===== config.mk =====
export PLATFORM = sky130hd
export DESIGN_NAME = gemm_cmd_scheduler
export DESIGN_NICKNAME = d
export VERILOG_FILES = /design/src/rtl/gemm_cmd_scheduler.sv
export SDC_FILE = /design/constraint.sdc
export NUM_CORES = 1
export LEC_CHECK = 0
export CORE_AREA = 2 2 212 214
export CTS_CLUSTER_DIAMETER = 30
export DETAILED_ROUTE_END_ITERATION = 12
export DIE_AREA = 0 0 214 216
export PLACE_DENSITY = 0.49
export SLEW_MARGIN = 15
export SYNTH_ARGS = -nofsm -noshare
export SYNTH_HDL_FRONTEND = slang
export SYNTH_SLANG_ARGS = --single-unit

===== constraint.sdc =====
create_clock -name clk -period 2.8 [get_ports clk]
set_input_delay 0.28 -clock clk [delete_from_list [all_inputs] [get_ports clk]]
set_output_delay 0.28 -clock clk [all_outputs]
set_load 0.05 [all_outputs]

===== src/rtl/gemm_cmd_scheduler.sv =====
// GEMM command scheduler: queues core-issued GEMM commands and hands them one at a
// time to the accelerator's start/ready/done handshake, with a run watchdog.
module gemm_cmd_scheduler #(
   parameter int unsigned DEPTH   = 4,
   parameter int unsigned TIMEOUT = 1024,
   parameter int unsigned DW      = 32
) (
   input  logic                       clk,
   input  logic                       rst,
   input  logic                       gemm_valid,
   input  logic [DW-1:0]              gemm_rdata1,
   input  logic [DW-1:0]              gemm_rdata2,
   output logic                       cmd_accept,
   output logic                       gemm_done,
   output logic                       acc_start,
   output logic [DW-1:0]              acc_src,
   output logic [DW-1:0]              acc_cfg,
   input  logic                       acc_ready,
   input  logic                       acc_done,
   output logic                       busy,
   output logic [$clog2(DEPTH):0]     pending,
   output logic                       err_timeout,
   input  logic                       err_clr
);

   localparam int unsigned PW  = $clog2(DEPTH);
   localparam int unsigned CW  = PW + 1;
   localparam int unsigned WDW = $clog2(TIMEOUT);

   typedef enum logic [1:0] {
      IDLE  = 2'd0,
      ISSUE = 2'd1,
      RUN   = 2'd2,
      DONE  = 2'd3
   } state_t;

   state_t           state_q, state_d;
   logic [PW-1:0]    wrPtr_q, wrPtr_d;
   logic [PW-1:0]    rdPtr_q, rdPtr_d;
   logic [CW-1:0]    count_q, count_d;
   logic [WDW-1:0]   watchdog_q, watchdog_d;
   logic             errTimeout_q, errTimeout_d;
   logic             accStart_q, accStart_d;
   logic [DW-1:0]    accSrc_q, accSrc_d;
   logic [DW-1:0]    accCfg_q, accCfg_d;
   logic             gemmDone_q, gemmDone_d;

   logic [DW-1:0]    memSrc [DEPTH];
   logic [DW-1:0]    memCfg [DEPTH];

   logic             fifoFull;
   logic             fifoEmpty;
   logic             push;
   logic             pop;
   logic             timeoutHit;

   assign fifoFull  = (count_q == CW'(DEPTH));
   assign fifoEmpty = (count_q == '0);
   assign push      = gemm_valid && !fifoFull;
   assign pop       = (state_q == ISSUE) && acc_ready;

   // Storage carries no reset; occupancy is tracked by count_q alone.
   always_ff @(posedge clk) begin
      if (push) begin
         memSrc[wrPtr_q] <= gemm_rdata1;
         memCfg[wrPtr_q] <= gemm_rdata2;
      end
   end

   always_comb begin
      wrPtr_d = wrPtr_q;
      rdPtr_d = rdPtr_q;
      count_d = count_q;
      if (push) begin
         wrPtr_d = wrPtr_q + PW'(1);
      end
      if (pop) begin
         rdPtr_d = rdPtr_q + PW'(1);
      end
      if (push && !pop) begin
         count_d = count_q + CW'(1);
      end else if (pop && !push) begin
         count_d = count_q - CW'(1);
      end
   end

   always_comb begin
      state_d    = state_q;
      timeoutHit = 1'b0;
      case (state_q)
         IDLE: begin
            if (!fifoEmpty) begin
               state_d = ISSUE;
            end
         end
         ISSUE: begin
            if (acc_ready) begin
               state_d = RUN;
            end
         end
         RUN: begin
            // A real completion on the final watchdog cycle is not an error.
            if (acc_done) begin
               state_d = DONE;
            end else if (watchdog_q == WDW'(TIMEOUT - 1)) begin
               state_d    = DONE;
               timeoutHit = 1'b1;
            end
         end
         DONE: begin
            state_d = IDLE;
         end
         default: begin
            state_d = IDLE;
         end
      endcase
   end

   always_comb begin
      watchdog_d = watchdog_q;
      if (pop) begin
         watchdog_d = '0;
      end else if (state_q == RUN) begin
         watchdog_d = watchdog_q + WDW'(1);
      end

      errTimeout_d = errTimeout_q;
      if (timeoutHit) begin
         errTimeout_d = 1'b1;
      end else if (err_clr) begin
         errTimeout_d = 1'b0;
      end

      // Operands are captured on entry to ISSUE and held until the handoff.
      accStart_d = (state_d == ISSUE);
      accSrc_d   = '0;
      accCfg_d   = '0;
      if (state_d == ISSUE) begin
         if (state_q == ISSUE) begin
            accSrc_d = accSrc_q;
            accCfg_d = accCfg_q;
         end else begin
            accSrc_d = memSrc[rdPtr_q];
            accCfg_d = memCfg[rdPtr_q];
         end
      end

      gemmDone_d = (state_d == DONE);
   end

   always_ff @(posedge clk or negedge rst) begin
      if (!rst) begin
         state_q      <= IDLE;
         wrPtr_q      <= '0;
         rdPtr_q      <= '0;
         count_q      <= '0;
         watchdog_q   <= '0;
         errTimeout_q <= 1'b0;
         accStart_q   <= 1'b0;
         accSrc_q     <= '0;
         accCfg_q     <= '0;
         gemmDone_q   <= 1'b0;
      end else begin
         state_q      <= state_d;
         wrPtr_q      <= wrPtr_d;
         rdPtr_q      <= rdPtr_d;
         count_q      <= count_d;
         watchdog_q   <= watchdog_d;
         errTimeout_q <= errTimeout_d;
         accStart_q   <= accStart_d;
         accSrc_q     <= accSrc_d;
         accCfg_q     <= accCfg_d;
         gemmDone_q   <= gemmDone_d;
      end
   end

   assign cmd_accept  = !fifoFull;
   assign gemm_done   = gemmDone_q;
   assign acc_start   = accStart_q;
   assign acc_src     = accSrc_q;
   assign acc_cfg     = accCfg_q;
   assign busy        = (state_q != IDLE) || !fifoEmpty;
   assign pending     = count_q;
   assign err_timeout = errTimeout_q;

endmodule

== After elaboration in Yosys (flattened, before gate mapping) ==
Memory sizes are Yosys's and may differ from the RTL's.
Cells that the tools add are included.

* Bits of input ports: 70
* Bits in writable memories: 256
* Output and inout port bits: 72
* Word-level logic and storage cells: 60
* Memories: 2
* Register bits: 86

* Reductions and logical operators: 15
* Muxes and demuxes: 20
* Add/subtract/negate cells: 5
* Equal/unequal tests: 8

{| class="wikitable"
|+ Memories
! memory !! words !! width !! rd ports !! clocked after memory_dff !! wr ports !! RTL line !! RTL
|-
| memCfg || 4 || 32 || 1 || 0 || 1 || 49 || <nowiki>logic [DW-1:0] memCfg [DEPTH];</nowiki>
|-
| memSrc || 4 || 32 || 1 || 0 || 1 || 48 || <nowiki>logic [DW-1:0] memSrc [DEPTH];</nowiki>
|}

{| class="wikitable"
|+ Operators with widths
! kind !! number
|-
| $mux 32 || 4
|-
| $mux 10 || 2
|-
| $add 10x1->10 const B || 1
|-
| $eq 10x10->1 const B || 1
|-
| $mux 2 || 4
|-
| $pmux 2 s4 || 1
|-
| $reduce_bool 2->1 || 4
|-
| $mux 1 || 7
|-
| $eq 2x2->1 const B || 3
|-
| $mux 3 || 2
|-
| $add 2x1->2 const B || 2
|-
| $eq 2x1->1 const B || 2
|-
| $logic_and 1x1->1 || 4
|-
| $logic_not 1->1 || 4
|-
| $add 3x1->3 const B || 1
|-
| $eq 3x3->1 const B || 1
|-
| $logic_not 3->1 || 1
|-
| $sub 3x1->3 const B || 1
|-
| $logic_not 2->1 || 1
|-
| $ne 2x2->1 const B || 1
|-
| $logic_or 1x1->1 || 1
|}

== Depth between registers and ports, before layout ==
Gate-level depths: netlist of the first run.

* Depth after elaboration: 7
* Depth in mapped cells: 9
* Depth with buffers taken out: 8

== Least setup slack after synthesis of the first run ==
No wires, ideal clock.

* Path kind: reg-to-reg
* From: reg count_q[0] (netlist: pending[0])
* To: mem memCfg[0][0], enable pin
* Path slack: -0.283 ns
* Data required time: 2.371 ns
* Period minus slack after synthesis: 3.083 ns
* Cell stages (with the launch flop): 4
* Arrival: 2.655 ns
* Buffers on the path: 0
* Library setup time: 0.429 ns
* Cell sequence: dfrtp_1 -> nor2_1 -> a21boi_2 -> and2_1

* Longest elaborated chain between the ends: 5

{| class="wikitable"
|+ RTL lines
! element !! RTL line !! RTL
|-
| start: declaration || 40 || <nowiki>logic [CW-1:0] count_q, count_d;</nowiki>
|-
| start signal: assignment || 167 || <nowiki>count_q <= count_d;</nowiki>
|-
| $eq 3x3->1 || 57 || <nowiki>assign fifoFull = (count_q == CW'(DEPTH));</nowiki>
|-
| $logic_not 1->1 || 59 || <nowiki>assign push = gemm_valid && !fifoFull;</nowiki>
|-
| $logic_and 1x1->1 || 59 ||
|-
| named net push || 53 || <nowiki>logic push;</nowiki>
|-
| $mux 1 || 64 || <nowiki>if (push) begin</nowiki>
|-
| $mux 1 (implied by the code) || 66 || <nowiki>memCfg[wrPtr_q] <= gemm_rdata2;</nowiki>
|-
| end: declaration || 49 ||
|}

The timed path passes the listed nets, and every way through them passes these cells.

== Worst setup path in the final report of the first run ==
* From: reg count_q[2] (netlist: pending[2])
* To: out busy

* Longest elaborated chain between the ends: 3

{| class="wikitable"
|+ RTL lines
! element !! RTL line !! RTL
|-
| $logic_not 3->1 || 58 || <nowiki>assign fifoEmpty = (count_q == '0);</nowiki>
|-
| $logic_not 1->1 || 182 || <nowiki>assign busy = (state_q != IDLE) || !fifoEmpty;</nowiki>
|-
| $logic_or 1x1->1 || 182 ||
|-
| end: declaration || 20 || <nowiki>output logic busy,</nowiki>
|}

No other way between the ends.

==> results of run 1 <==
-- state kept, by name, indices dropped and copies added, names as in the netlist --
register	cells
acc_cfg	32
acc_src	32
acc_start	1
err_timeout	1
gemm_done	1
memCfg	128
memSrc	128
pending	3
rdPtr_q	2
state_q	2
watchdog_q	10
wrPtr_q	2
-- placed cells by master (no fill, tap or decap), types with 2 or more instances in the layout --
cell and n:
inv_6 5, ha_1 6, clkinv_1 4, clkbuf_1 7, mux2i_1 5, clkbuf_16 82
nand3_1 13, bufinv_16 14, o21ai_0 3, clkinvlp_4 7, xnor2_1 4, buf_12 11
inv_1 5, xor2_1 3, or3_1 2, clkbuf_8 6, a21oi_1 67, or4_1 2
nand2_1 137, and2_4 4, buf_4 12, nor2_1 3, o311ai_0 2, clkinv_4 7
dfrtp_4 2, clkdlybuf4s50_1 139, dfrtp_1 84, mux2_2 2, mux4_2 64, and4_1 2
edfxtp_1 256, clkinv_2 13, nand2b_4 2, nand4_1 3
-- area by class of cell --
class / instances / area [um2] / share of cell area, %
multi-input combinational: 339 / 2880 / 15.9
clock inverter: 51 / 674 / 3.74
timing repair buffer: 164 / 1720 / 9.53
inverter: 6 / 22.5 / 0.125
tap: 592 / 741 / 4.10
sequential: 342 / 9850 / 54.6
antenna: 1 / 2.50 / 0.0139
clock buffer: 95 / 2160 / 12.0
-- kinds of logic after synthesis --
| kind of cell | after synthesis |
|---|---|
| mux | 71 |
| fa+ha+maj | 7 |
| buf+inv | 46 |
| compound gates | 79 |
| flops | 342 |
| xor+xnor | 7 |
| simple gates | 175 |
-- through the flow --
stage,area [um2],setup slack [ns],std cells
2_1_floorplan,13000,0.408,727
3_3_place_gp,15200,0.598,1442
3_5_place_dp,15200,0.591,1442
4_1_cts,18000,0.251,1589
5_1_grt,18000,0.181,1589
6_report,18000,0.284,1590
-- repair_timing --
item,in CTS,in global routing
hold buffers,1,0
setup buffers,0,0
gates resized for setup,1,0
endpoints found under the hold margin,33,0
endpoints found under the setup margin,1,0
-- worst max-delay path by stage --
stage,from,endpoint,depth (start not counted)
after floorplan,pending[0],memCfg[0][0],3
after global placement,gemm_valid,memSrc[3][25],5
after detailed placement,pending[2],busy,3
after CTS,pending[2],busy,3
after global routing,pending[2],busy,3
final,pending[2],busy,3
-- power breakdown --
| part | switching [mW] | total, mW | internal (mW) | leakage [nW] |
|---|---|---|---|---|
| registers | 0.629 | 7.34 | 6.71 | 3.47 |
| logic | 3.72 | 6.13 | 2.41 | 1.64 |
| clock network | 2.82 | 9.59 | 6.77 | 1.38 |
-- worst max-delay path: cells and delay by family (launching register included) --
family	cells	cell delay [ns]
buffers and inverters	1	0.43
DFF	1	0.43
and+or+nand+nor	2	0.80
-- metal layers --
layer / global-route usage, % / vias to the layer above
li1: - / 3228
met1: 17.8 / 3651
met2: 21.3 / 162
met3: 3.97 / 43
met4: 5.24 / 4
met5: 0 / -
==> results.ini, run 1 <==
[outcome]
status=completed

[synth]
synth_cell_types=43
ys.flop_type=edfxtp_1
synthTopCellsByCount=256 x edfxtp_1, 137 x nand2_1, 86 x dfrtp_1
synthAdderAreaFrac_pct=0.732
synth_fp_nets=804
yosys-mux-area-fraction_pct=11.7
synth_most_common_cell=edfxtp_1
synth_compound_area_share_pct=3.28
synth_warnings=0
ys_ff_latch=342
synth_top_family_by_area=multiplexers
synth_edf_count=256
syn-instance-count=727
synth_async_sr_flop_share_pct=25.1
syn_area_um2=13000
yosys-top-cells-area=edfxtp_1 59%, dfrtp_1 17%, mux4_2 11%, nand2_1 4.0%, a21oi_1 2.6%
yosysTopAreaCell=edfxtp_1
yosysSeqAreaShare_pct=75.7
synth_area_per_cell_um2=17.9
synth_simple_gate_area_share_pct=5.75
yosys.area_share.xor_xnor_pct=0.472
yosys.area.top_type_share_pct=59.2

[power_and_ir_drop]
ir_drop_mv=0.552
p_total_mw=23.1
p_leak_nw=6.49
powerDensity_nw_per_um2=1280

[timing]
rsz0062_at_grt=false
max_freq_ghz=0.397
fin_crit_ns=2.52
skew_ns=0.0243
timing.final.crit_share_pct=89.9
final_max_slew_viol_count=0
fin_worst_hold_slack_ns=0.252
final-hold-violation-count=0
max_slew.worst_pin.slew_ns=0.765
tns_ns=0
slew_headroom_pct=48.8
setup_viol=0

[cells_and_area]
drive_gt1_share_pct=23.7
fin_nets=1008
area_delta_synth_final_pct=38.9
post-route-util_pct=41.2
fillers=3963

[clock_tree]
cts.sinks=342
clockBufferDepth=3
htreeDepth=3
insertion_delay_ns=0.57
cts_tree=done
cts_root_buffer=clkbuf_16
clk_pin_slew_ns=0.04
cts_made_buffers=78

[drt]
wl_per_cell_um=19.1
routed.top_layer=met5
route.met2.wl_um=14400
drtIter0Drc=385
viasPerCell=4.46
met1Wirelength_um=13700
ant_nets=0
vias=7088
met3WireLength_um=1720
finalWirelength_um=30400
first_pass_iters=4
drcViolationCount=0

[worst_setup_path]
crit_required_ns=2.52
worstSetupEndpointType=primary output
crit_slowest_cell=or3_1
r2r_slack_ns=0.67
path_common_cell=or3_1
reg2reg_to=acc_cfg[20]
max_stage_delay_ns=0.46
crit_arrival_ns=2.24
critical_path.cell_chain=or3_1, or3_1, dlygate4sd2_1
reg2reg_depth=4
path_class=register to primary output
cp-start-kind=register
rr_startpoint=pending[2]
cp_max_fo=5

[global_routing]
grt_pass1_wl_um=47400
overflow=0
grt_max_degree=46
grt.total_usage_pct=13.6
antenna_found_initial=2
grt_pass1_vias=7819

[floorplanning]
rows=77
die_x_um=214
core_um2=43800
die_height_um=216
start_util_pct=29.6
dieArea_um2=46200
ios=142

[hold_path]
hold_path.class=input pin to async pin

[placement]
hpwl_um=17700
port_buffers=141
place_congestion=0.682

[run]
drv_cap=0

No activity file was read; power rests on OpenSTA's default activity.
==> run 2: changes to the inputs <==
--- a/config.mk
+++ b/config.mk
@@ -6,7 +6,7 @@
 export NUM_CORES = 1
 export LEC_CHECK = 0
 export CORE_AREA = 2 2 212 214
-export CTS_CLUSTER_DIAMETER = 30
+export CTS_CLUSTER_DIAMETER = 80
 export DETAILED_ROUTE_END_ITERATION = 12
 export DIE_AREA = 0 0 214 216
 export PLACE_DENSITY = 0.49
==> run 2 against run 1 <==
Count of clock-buffer cells in the layout shrank 39. Total power shrank 21%. Global-route usage shrank 0.47 points. Cell area shrank 9.2%. Setup slack gained 0.023 ns. Sequential share of layout area grew 5.5 points. First-iteration DRC count shrank 4.9%. Register-to-register slack gained 0.02 ns. Non-clock buffer count is the same. Largest cell class unchanged. Largest power group is now registers.
==> results.ini, run 2 (same netlist as run 1, synthesis figures left out) <==
[outcome]
status=completed

[floorplanning]
core_um2=43800  ; unchanged
start_util_pct=29.6  ; unchanged
rows=77  ; unchanged
dieArea_um2=46200  ; unchanged
die_height_um=216  ; unchanged
die_x_um=214  ; unchanged
ios=142  ; unchanged

[worst_setup_path]
path_class=register to primary output
worstSetupEndpointType=primary output
reg2reg_depth=4  ; unchanged
cp-start-kind=register
crit_arrival_ns=2.21  ; -0.03 ns
cp_max_fo=5  ; unchanged
crit_required_ns=2.52  ; about the same

[global_routing]
overflow=0  ; unchanged
grt_pass1_vias=7383  ; -5.6%
grt_pass1_wl_um=45900  ; -3.1%
grt_max_degree=46  ; unchanged
grt.total_usage_pct=13.1  ; -0.47 points
antenna_found_initial=2  ; unchanged

[clock_tree]
cts_made_buffers=38  ; -51%
cts_tree=done
clk_pin_slew_ns=0.06  ; +0.02 ns
insertion_delay_ns=0.54  ; -0.03 ns
htreeDepth=2  ; -1
cts.sinks=342  ; unchanged
cts_root_buffer=clkbuf_16
clockBufferDepth=3  ; unchanged

[timing]
timing.final.crit_share_pct=89.1  ; -0.81 points
max_slew.worst_pin.slew_ns=0.755  ; -0.0109 ns
slew_headroom_pct=49.5  ; +0.73 points
tns_ns=0  ; unchanged
final-hold-violation-count=0  ; unchanged
max_freq_ghz=0.401  ; +0.91%
rsz0062_at_grt=false
final_max_slew_viol_count=0  ; unchanged
setup_viol=0  ; unchanged
skew_ns=0.00678  ; -0.0175 ns
fin_crit_ns=2.49  ; -0.0228 ns

[power_and_ir_drop]
p_switching_mw=6.26  ; -13%
pwr-share-clk_pct=25.9  ; -16 points
p_total_mw=18.1  ; -21%
power.internal_mw=11.9  ; -25%
powerDensity_nw_per_um2=1110  ; -13%
p_leak_nw=5.70  ; -12%
power_frac_comb_pct=33.8  ; +7.2 points
ir_drop_mv=0.501  ; -9.3%
sw_frac_of_total_pct=34.5  ; +3.4 points
pwr-share-seq_pct=40.3  ; +8.5 points

[cells_and_area]
fin_nets=968  ; -4.0%
diodes=0  ; -1
area_delta_synth_final_pct=26.2
final_common_cell=edfxtp_1
drive_gt1_share_pct=16.7  ; -7.0 points
largest_registers=memCfg: 128 flops, memSrc: 128 flops
final_cell_mix=256 x edfxtp_1, 139 x clkdlybuf4s50_1, 137 x nand2_1, 84 x dfrtp_1, 67 x a21oi_1

[drt]
wl_per_cell_um=19.5  ; +2.0%
vias=6800  ; -4.1%
drtIter0Drc=366  ; -4.9%
ant_nets=0  ; unchanged
viasPerCell=4.49  ; +0.82%
first_pass_iters=4  ; unchanged
finalWirelength_um=29500  ; -2.9%
drcViolationCount=0  ; unchanged

[placement]
place_congestion=0.682  ; unchanged
port_buffers=141  ; unchanged
hpwl_um=17700  ; unchanged

[hold_path]
hold_path.class=input pin to async pin

[run]
drv_cap=0  ; unchanged

-- run 2: layout make-up --
type | count | area [um2]
inverters | 6 | 22.5
well taps | 592 | 741
clock buffers | 56 | 1120
multi-input cells | 339 | 2880
clock inverters | 14 | 62.6
flip-flops and latches | 342 | 9850
repair buffers | 164 | 1720
fillers | 4086 | 27400
-- run 2: worst paths after layout --
path | from | end | slack [ns]
setup / recovery | pending[2] | busy | 0.31
hold / removal | rst | acc_src[14] | 0.28
setup reg to reg | pending[2] | acc_cfg[23] | 0.69
hold reg to reg | watchdog_q[8] | watchdog_q[8] | 0.50
min in group clk | err_clr | err_timeout | 0.34
max in group asynchronous | rst | acc_cfg[14] | 1.78
-- run 2: stage by stage --
| stage | area, um2 | hold slack, ns | std cells | utilization (%) | setup WS (ns) |
|---|---|---|---|---|---|
| after floorplan | 13000 | -0.0156 | 727 | - | 0.408 |
| after global placement | 15200 | 0.328 | 1442 | 34.7 | 0.598 |
| after detailed placement | 15200 | 0.316 | 1442 | 34.7 | 0.591 |
| after CTS | 16400 | 0.296 | 1513 | 37.4 | 0.283 |
| after global routing | 16400 | 0.311 | 1513 | 37.4 | 0.212 |
| final | 16400 | 0.284 | 1513 | 37.4 | 0.306 |
-- run 2: worst max-delay path: stages, from the launching register on --
cell and delay, ns:
dfrtp_1 0.43, or3_1 0.47, or3_1 0.34, dlygate4sd2_1 0.43
-- run 2: power by group through the flow --
stage | clock, mW | combinational (mW) | sequential [mW]
final | 4.70 | 6.12 | 7.32
after detailed placement | 0 | 6.30 | 7.44
after CTS | 4.85 | 6.32 | 7.35
after floorplan | 0 | 3.36 | 8.18
after global routing | 5.06 | 6.64 | 7.46
after global placement | 0 | 6.28 | 7.42
-- run 2: repair_timing --
item | 4_1_cts | 5_1_grt
endpoints found under the hold margin | 33 | 0
resized for setup | 1 | 0
setup endpoints to repair | 1 | 0
buffers inserted | 0 | 0
hold buffers | 1 | 0
-- run 2: routing by layer --
layer	track usage (%)	up-vias	wire, um
met1	17.8	3504	13700
met3	3.21	38	1460
met5	0	-	24
li1	-	3109	-
met2	20.6	145	13800
met4	4.27	4	539
